==> src/rtl/serial_frame_pkg.sv <==
// Shared types and line levels for the serial frame transmitter.
// The PARITY encoding is always reserved; it is only used when SERIAL_FRAME_TX_PARITY_EN is defined.
package serial_frame_pkg;

    typedef enum logic [2:0] {
        IDLE   = 3'd0,
        START  = 3'd1,
        DATA   = 3'd2,
        PARITY = 3'd3,
        STOP   = 3'd4
    } state_e;

    localparam logic START_BIT  = 1'b0;
    localparam logic STOP_BIT   = 1'b1;
    localparam logic IDLE_LEVEL = 1'b1;

endpackage

==> src/rtl/bit_tick_gen.sv <==
// Bit-period divider: emits a one-clock tick on the last clock of every DIV-clock bit period.
// The counter is held at zero while disabled so every frame starts on a clean bit boundary.
module bit_tick_gen
    import serial_frame_pkg::*;
#(
    parameter int DIV = 4
) (
    input  logic clk,
    input  logic res,
    input  logic en,
    output logic tick
);

    localparam int TW = (DIV > 1) ? $clog2(DIV) : 1;

    logic [TW-1:0] cnt_q, cnt_d;
    logic          wrap;

    assign wrap = (cnt_q == TW'(DIV - 1));
    assign tick = en && wrap;

    always_comb begin
        cnt_d = cnt_q;
        if (!en || wrap) begin
            cnt_d = '0;
        end else begin
            cnt_d = cnt_q + TW'(1);
        end
    end

    always_ff @(posedge clk or negedge res) begin
        if (!res) begin
            cnt_q <= '0;
        end else begin
            cnt_q <= cnt_d;
        end
    end

endmodule

==> src/rtl/serial_frame_tx.sv <==
// Parallel-in, serial-out frame transmitter: start bit, WIDTH data bits LSB-first, stop bit.
// Define SERIAL_FRAME_TX_PARITY_EN to insert an even-parity bit between the data bits and the stop bit.
module serial_frame_tx
    import serial_frame_pkg::*;
#(
    parameter int WIDTH = 8,
    parameter int DIV   = 4
) (
    input  logic             clk,
    input  logic             res,
    input  logic [WIDTH-1:0] din,
    input  logic             din_valid,
    output logic             din_ready,
    output logic             txd,
    output logic             busy
);

    localparam int BW = $clog2(WIDTH + 1);

    state_e           state_q, state_d;
    logic [WIDTH-1:0] shreg_q, shreg_d;
    logic [BW-1:0]    bit_cnt_q, bit_cnt_d;
    logic             txd_q, txd_d;
    logic             busy_q, busy_d;
    logic             tick;
    logic             last_bit;
`ifdef SERIAL_FRAME_TX_PARITY_EN
    logic             parity_q, parity_d;
`endif

    bit_tick_gen #(.DIV(DIV)) u_tick (
        .clk  (clk),
        .res  (res),
        .en   (busy_q),
        .tick (tick)
    );

    assign din_ready = (state_q == IDLE);
    assign last_bit  = (bit_cnt_q == BW'(WIDTH - 1));
    assign txd       = txd_q;
    assign busy      = busy_q;

    always_comb begin
        state_d   = state_q;
        shreg_d   = shreg_q;
        bit_cnt_d = bit_cnt_q;
`ifdef SERIAL_FRAME_TX_PARITY_EN
        parity_d  = parity_q;
`endif
        case (state_q)
            IDLE: begin
                if (din_valid) begin
                    state_d = START;
                    shreg_d = din;
`ifdef SERIAL_FRAME_TX_PARITY_EN
                    parity_d = ^din;
`endif
                end
            end
            START: begin
                if (tick) begin
                    state_d   = DATA;
                    bit_cnt_d = '0;
                end
            end
            DATA: begin
                if (tick) begin
                    if (last_bit) begin
`ifdef SERIAL_FRAME_TX_PARITY_EN
                        state_d = PARITY;
`else
                        state_d = STOP;
`endif
                    end else begin
                        shreg_d   = shreg_q >> 1;
                        bit_cnt_d = bit_cnt_q + BW'(1);
                    end
                end
            end
`ifdef SERIAL_FRAME_TX_PARITY_EN
            PARITY: begin
                if (tick) state_d = STOP;
            end
`endif
            STOP: begin
                if (tick) state_d = IDLE;
            end
            default: state_d = IDLE;
        endcase
    end

    // Line level is decoded from the next state so txd and busy leave the flops glitch-free.
    always_comb begin
        txd_d  = IDLE_LEVEL;
        busy_d = (state_d != IDLE);
        case (state_d)
            START:  txd_d = START_BIT;
            DATA:   txd_d = shreg_d[0];
`ifdef SERIAL_FRAME_TX_PARITY_EN
            PARITY: txd_d = parity_q;
`endif
            STOP:   txd_d = STOP_BIT;
            default: txd_d = IDLE_LEVEL;
        endcase
    end

    always_ff @(posedge clk or negedge res) begin
        if (!res) begin
            state_q   <= IDLE;
            shreg_q   <= '0;
            bit_cnt_q <= '0;
            txd_q     <= IDLE_LEVEL;
            busy_q    <= 1'b0;
`ifdef SERIAL_FRAME_TX_PARITY_EN
            parity_q  <= 1'b0;
`endif
        end else begin
            state_q   <= state_d;
            shreg_q   <= shreg_d;
            bit_cnt_q <= bit_cnt_d;
            txd_q     <= txd_d;
            busy_q    <= busy_d;
`ifdef SERIAL_FRAME_TX_PARITY_EN
            parity_q  <= parity_d;
`endif
        end
    end

endmodule

==> config.mk <==
export PLATFORM = sky130hd
export DESIGN_NAME = serial_frame_tx
export DESIGN_NICKNAME = d
export VERILOG_FILES = /design/src/rtl/serial_frame_pkg.sv /design/src/rtl/bit_tick_gen.sv /design/src/rtl/serial_frame_tx.sv
export SDC_FILE = /design/constraint.sdc
export NUM_CORES = 1
export LEC_CHECK = 0
export BUFFER_PORTS_ARGS = -buffer_cell sky130_fd_sc_hd__clkbuf_2
export CORE_UTILIZATION = 35
export DETAILED_ROUTE_END_ITERATION = 8
export HOLD_SLACK_MARGIN = 0.06
export PLACE_DENSITY = 0.57
export RECOVER_POWER = 50
export SETUP_SLACK_MARGIN = 0.02
export SLEW_MARGIN = 20
export SYNTH_ARGS = -nofsm -noshare
export SYNTH_HDL_FRONTEND = slang
export SYNTH_HIERARCHICAL = 1
export SYNTH_SLANG_ARGS = --single-unit
==> constraint.sdc <==
create_clock -name clk -period 2 [get_ports clk]
set_input_delay 0.3 -clock clk [delete_from_list [all_inputs] [get_ports clk]]
set_output_delay 0.3 -clock clk [all_outputs]
set_load 0.005 [all_outputs]
==> results of run 1 <==
repair_timing:
action	in CTS	in global routing
hold buffers	1	0
endpoints found under the hold margin	18	0
gates resized for setup	0	0
registers in the layout (all words and copies together), names as in the netlist:
name / count
shreg_q: 8
bit_cnt_q: 4
state_q: 3
u_tick/cnt_q: 2
busy: 1
txd: 1
routing by layer:
layer / global-route usage [%] / part of all wire [%] / vias up
li1: - / - / 371
met5: 0 / 0 / -
met4: 2.56 / 0 / 0
met2: 26.3 / 47 / 15
met1: 19.2 / 49 / 353
met3: 5.83 / 4.3 / 0
critical path: stages (launching register included):
cell     delay, ns
dfrtp_1       0.40
ha_1          0.23
and2_2        0.21
nor2b_1       0.17
a41oi_2       0.41
nand2_1       0.12
a31oi_1       0.20
cell families after synthesis:
| kind of cell | Yosys count | synth area share, % |
|---|---|---|
| compound gates | 25 | 18.2 |
| fa+ha+maj | 2 | 2.58 |
| buf+inv | 6 | 4.90 |
| flops | 19 | 49.1 |
| mux | 1 | 1.03 |
| simple gates | 39 | 24.2 |
cells in the mapped netlist, types with 2 or more instances:
cell type   n  area share (%)
nand2_1    16             6.2
a21oi_1     4             2.1
dfrtp_1    18              46
o21ai_0     6             3.1
ha_1        2             2.6
buf_6       2             2.3
a31oi_1     2             1.3
nor3_1      4             2.1
nor2_1      2            0.77
nand2b_1    3             1.9
inv_1       3             1.2
nand4_1     2             1.3
a22oi_1     7             5.4
nor2b_1     2             1.3
path summary, 6_finish.rpt:
kind	to	slack [ns]
setup / recovery	txd$_DFF_PN1_	0.20
hold / removal	shreg_q[7]$_DFFE_PN0P_	0.20
setup reg to reg	txd$_DFF_PN1_	0.20
hold reg to reg	u_tick/cnt_q[0]$_DFF_PN0_	0.45
max in group asynchronous	bit_cnt_q[3]$_DFFE_PN0P_	0.72
min in group asynchronous	shreg_q[0]$_DFF_PN0_	0.67
metrics by stage:
stage | power, W | utilization [%] | cells
final | 0.00128 | 42.7 | 139
after floorplan | 0.000981 | - | 92
after global routing | 0.00140 | 42.7 | 139
after CTS | 0.00130 | 42.9 | 139
after global placement | 0.00107 | 41.3 | 134
after detailed placement | 0.00109 | 41.3 | 134
layout make-up:
cell class / count / area (µm²)
sequential: 19 / 477
multi-input combinational: 67 / 442
fill: 262 / 1460
clock buffer: 3 / 22.5
tap: 30 / 37.5
inverter: 3 / 11.3
timing repair buffer: 16 / 88.8
clock inverter: 1 / 7.51
power by group through the flow:
stage	registers, W	logic, W	clock network, W
after CTS	0.000658	0.000426	0.000215
after global placement	0.000660	0.000411	0
after global routing	0.000682	0.000488	0.000232
after floorplan	0.000621	0.000360	0
after detailed placement	0.000665	0.000426	0
final	0.000657	0.000414	0.000205
==> metrics.txt, run 1 <==
WHS Path Cells=3; Tot GR Track Use=between 10% and 20%; fin crit share=around nine tenths; vias=about 740; #FFs+latches synth=19; Critical Path AT=slightly above 2 ns; initial antenna violation count=0; RePlAce Congestion=roughly 0.7; Power Density=1170 nW/µm²; Hold Slack=0.197 ns; final worst clock skew=approximately 0.005 ns; R2R depth=6; library cells used by synthesis=33; most frequent cells in the layout=dfrtp_1 (18), nand2_1 (16), clkbuf_2 (12), a22oi_1 (7), o21ai_0 (6); grt ovf=0; Synth Instances=between 90 and 100; CTS buffer count=3; total die area=approximately 3000 µm²; P&R area growth vs syn=11.9%; WL/cell=12.9 µm; CTS tree=done; critical path type=reg2reg; Cell Area, Synth=between 900 and 1000 µm²; Pint=0.000801 W; HP Start=din[7]; LEAKAGE=around 0.48 nW; Slew HR=about 33%; Setup WS pre-CTS=0.217 ns; fin worst setup slack=approximately 0.2 ns; post-route cell area=1090 µm²; Gate power share=about 32%; Syn Area/Cell=10.6 µm²; Fin. Hold Viols=0; n_diodes=0; CTS HTree Levels=1; peak supply drop=0.549 mV; syn_nets=about 110; WP data required=about 2.2 ns; CP startpoint=u_tick/cnt_q[0]$_DFF_PN0_; commonest non-fill, non-tap cell in the layout=dfrtp_1; latest clock arrival within the worst-skew pair=0.30 ns; clk sinks=19; sequential share of power=51.5%; DR pass1 iterations=4; max-slew violations=0; Synth warnings=6; DRC viols=0; Max-Cap Viols=0; RSZ-0062 raised after global routing=false; post-route ant nets=0; worst flop-to-flop path startpoint=u_tick/cnt_q[0]$_DFF_PN0_; via-per-instance ratio=5.32; Slew @ Worst Pin=1.01 ns; Final nets=around 120; initial DRC count=12; EDFF count, synth=0; Routed WL=between 1.5 and 2 mm; FP Rows=18; net switching power=between 0.0004 and 0.0005 W; status=finished, final reports clean; Clock power frac=~16%; first-pass GRT wire length=3.27 mm; setup TNS=0 ns; endpoints failing setup=0; Critical Path Start Type=flip-flop; PortBufs=13; Die H=between 50 and 60 µm; clk root buf=clkbuf_4; Post-CTS Setup Bufs=0; DP HPWL=around 1.3 mm; layout cells sized above 1=23.9%; pin count of the biggest net entering global routing=20; Initial Util=about two fifths; CP Capture Type=flip-flop; clk slew on worst S/H paths=approximately 0.12 ns; Synth async-reset ratio=100%; fmax=between 0.5 and 0.6 GHz; I/O pin count=14; vias in the first global route=749; worst-path maximum fanout=7; Seq/Total Area, Yosys=49.1%; Period minus WS final=1.80 ns; cell area after placement=1050 µm²; Sw Ratio=37.2%; core area=roughly 2500 µm²; DIE WIDTH=between 50 and 60 µm; ys flop type=dfrtp_1; worst hold path class=in2reg; clock buffer depth=2
No activity file was read; power rests on OpenSTA's default activity.
==> inputs of run 2 (changes only) <==
RECOVER_POWER = default   (was 50)
==> run 2 against run 1 <==
  * Die area unchanged
  * Clock power about the same
  * Combinational power up 1%
  * Maximum frequency fell by 1.7%
==> metrics.txt, run 2 (synthesis results as in run 1) <==
post-route cell area=about 1100 µm²; CP startpoint=u_tick/cnt_q[0]$_DFF_PN0_; CTS HTree Levels=1; Hold Slack=0.196 ns; status=finished, final reports clean; max-slew violations=0; Final nets=roughly 120; Routed WL=approximately 1.8 mm; Max-Cap Viols=0; core area=2540 µm²; initial antenna violation count=0; Critical Path AT=about 2.1 ns; RSZ-0062 raised after global routing=false; post-route ant nets=0; commonest non-fill, non-tap cell in the layout=dfrtp_1; grt ovf=0; fmax=0.546 GHz; WP data required=roughly 2.2 ns; DRC viols=0; vias=741; CP max-delay cell=dfrtp_1; Critical Path Start Type=flip-flop; multi-input logic area=about 450 µm²; max reg flops=8; setup TNS=0 ns; reg2reg end=txd$_DFF_PN1_; worst-path maximum fanout=7; Post-CTS Setup Bufs=0; cell area after placement=approximately 1100 µm²; clk sinks=19; RePlAce Congestion=between 0.7 and 0.8; Largest Register=shreg_q; CP Capture Type=flip-flop; endpoints failing setup=0; clock buffer depth=2; pin count of the biggest net entering global routing=20; Slew @ Worst Pin=0.473 ns; area occupied by registers=about 480 µm²; most frequent cells in the layout=dfrtp_1 (18), nand2_1 (16), clkbuf_2 (13), a22oi_1 (7), o21ai_0 (6); Initial Util=38.2%; clk root buf=clkbuf_4; PortBufs=13; first-pass GRT wire length=approximately 3.3 mm; fillers=260; Largest regs=shreg_q (8), bit_cnt_q (4), state_q (3); Fin. Hold Viols=0; vias in the first global route=749; clk slew on worst S/H paths=~0.12 ns; CTS buffer count=3; total die area=2990 µm²; layout cells sized above 1=25.7%; Power Density=between 1000 and 1500 nW/µm²; Period minus WS final=1.83 ns; fin crit share=roughly nine tenths; via-per-instance ratio=~5.3; fin util=between 40% and 50%; P&R area growth vs syn=12.5%; worst hold path class=in2reg; WL/cell=between 10 and 15 µm; worst setup path end=txd$_DFF_PN1_; R2R setup slack=around 0.17 ns; FP Rows=18; critical path type=reg2reg; latest clock arrival within the worst-skew pair=0.30 ns; initial DRC count=10; CTS tree=done; I/O pin count=14; Die H=54.7 µm; Tot GR Track Use=15.7%; Slew HR=between 60% and 70%; final worst clock skew=between 0.004 and 0.005 ns; worst flop-to-flop path startpoint=u_tick/cnt_q[0]$_DFF_PN0_; slowest stage delay, CP=roughly 0.42 ns; R2R depth=6; crit path cell chain=ha_1, and2_2, nor2b_1, a41oi_2, nand2_1, a31oi_1; Post-CTS Resized=0; LEAKAGE=approximately 0.49 nW; DIE WIDTH=~55 µm; DP HPWL=between 1 and 1.5 mm; peak supply drop=between 0.5 and 0.6 mV; n_diodes=0; DR pass1 iterations=4
-- run 2: worst min-delay path by stage --
| stage | end | from | cells past startpoint |
|---|---|---|---|
| after global placement | u_tick/cnt_q[1]$_DFF_PN0_ | res | 1 |
| after floorplan | bit_cnt_q[0]$_DFFE_PN0P_ | res | 0 |
| final | shreg_q[7]$_DFFE_PN0P_ | din[7] | 3 |
| after global routing | shreg_q[3]$_DFFE_PN0P_ | din[3] | 3 |
| after CTS | shreg_q[5]$_DFFE_PN0P_ | din[5] | 3 |
| after detailed placement | bit_cnt_q[2]$_DFFE_PN0P_ | res | 1 |
-- run 2: area by class of cell --
class,instances,share of cell area (%)
multi-input cells,67,40.9
clock buffers,3,2.06
flip-flops and latches,19,43.6
repair buffers,16,8.25
inverters,3,1.03
clock inverters,1,0.687
well taps,30,3.44
-- run 2: repair_timing --
| item | CTS | global route |
|---|---|---|
| hold endpoints to repair | 18 | 0 |
| hold buffers | 1 | 0 |
| setup endpoints to repair | 0 | 0 |
-- run 2: report_power, final --
group          internal [W]  switching (W)  leakage, nW  total [W]
Clock             0.0000762       0.000130       0.0139   0.000206
Sequential         0.000531       0.000129        0.240   0.000660
Combinational      0.000198       0.000222        0.235   0.000420
-- run 2: stage by stage --
stage	power, W	instances	worst slack, ns
after floorplan	0.000981	92	0.398
after global placement	0.00107	134	0.222
after detailed placement	0.00109	134	0.217
after CTS	0.00130	139	0.189
after global routing	0.00141	139	0.0203
final	0.00129	139	0.170
-- run 2: critical path: cells and delay by family (launching register included) --
kind / cells / cell delay, ns
simple gates: 3 / 0.50
fa+ha+maj: 1 / 0.24
flops: 1 / 0.42
compound gates: 2 / 0.61
-- run 2: layer usage --
metal  track usage, %  vias to the layer above  routed length [µm]
li1                 -                      373                   -
met3             5.83                        0                  77
met4             2.56                        0                   0
met5                0                        -                   0
met2             26.3                       15                 848
met1             19.2                      353                 876
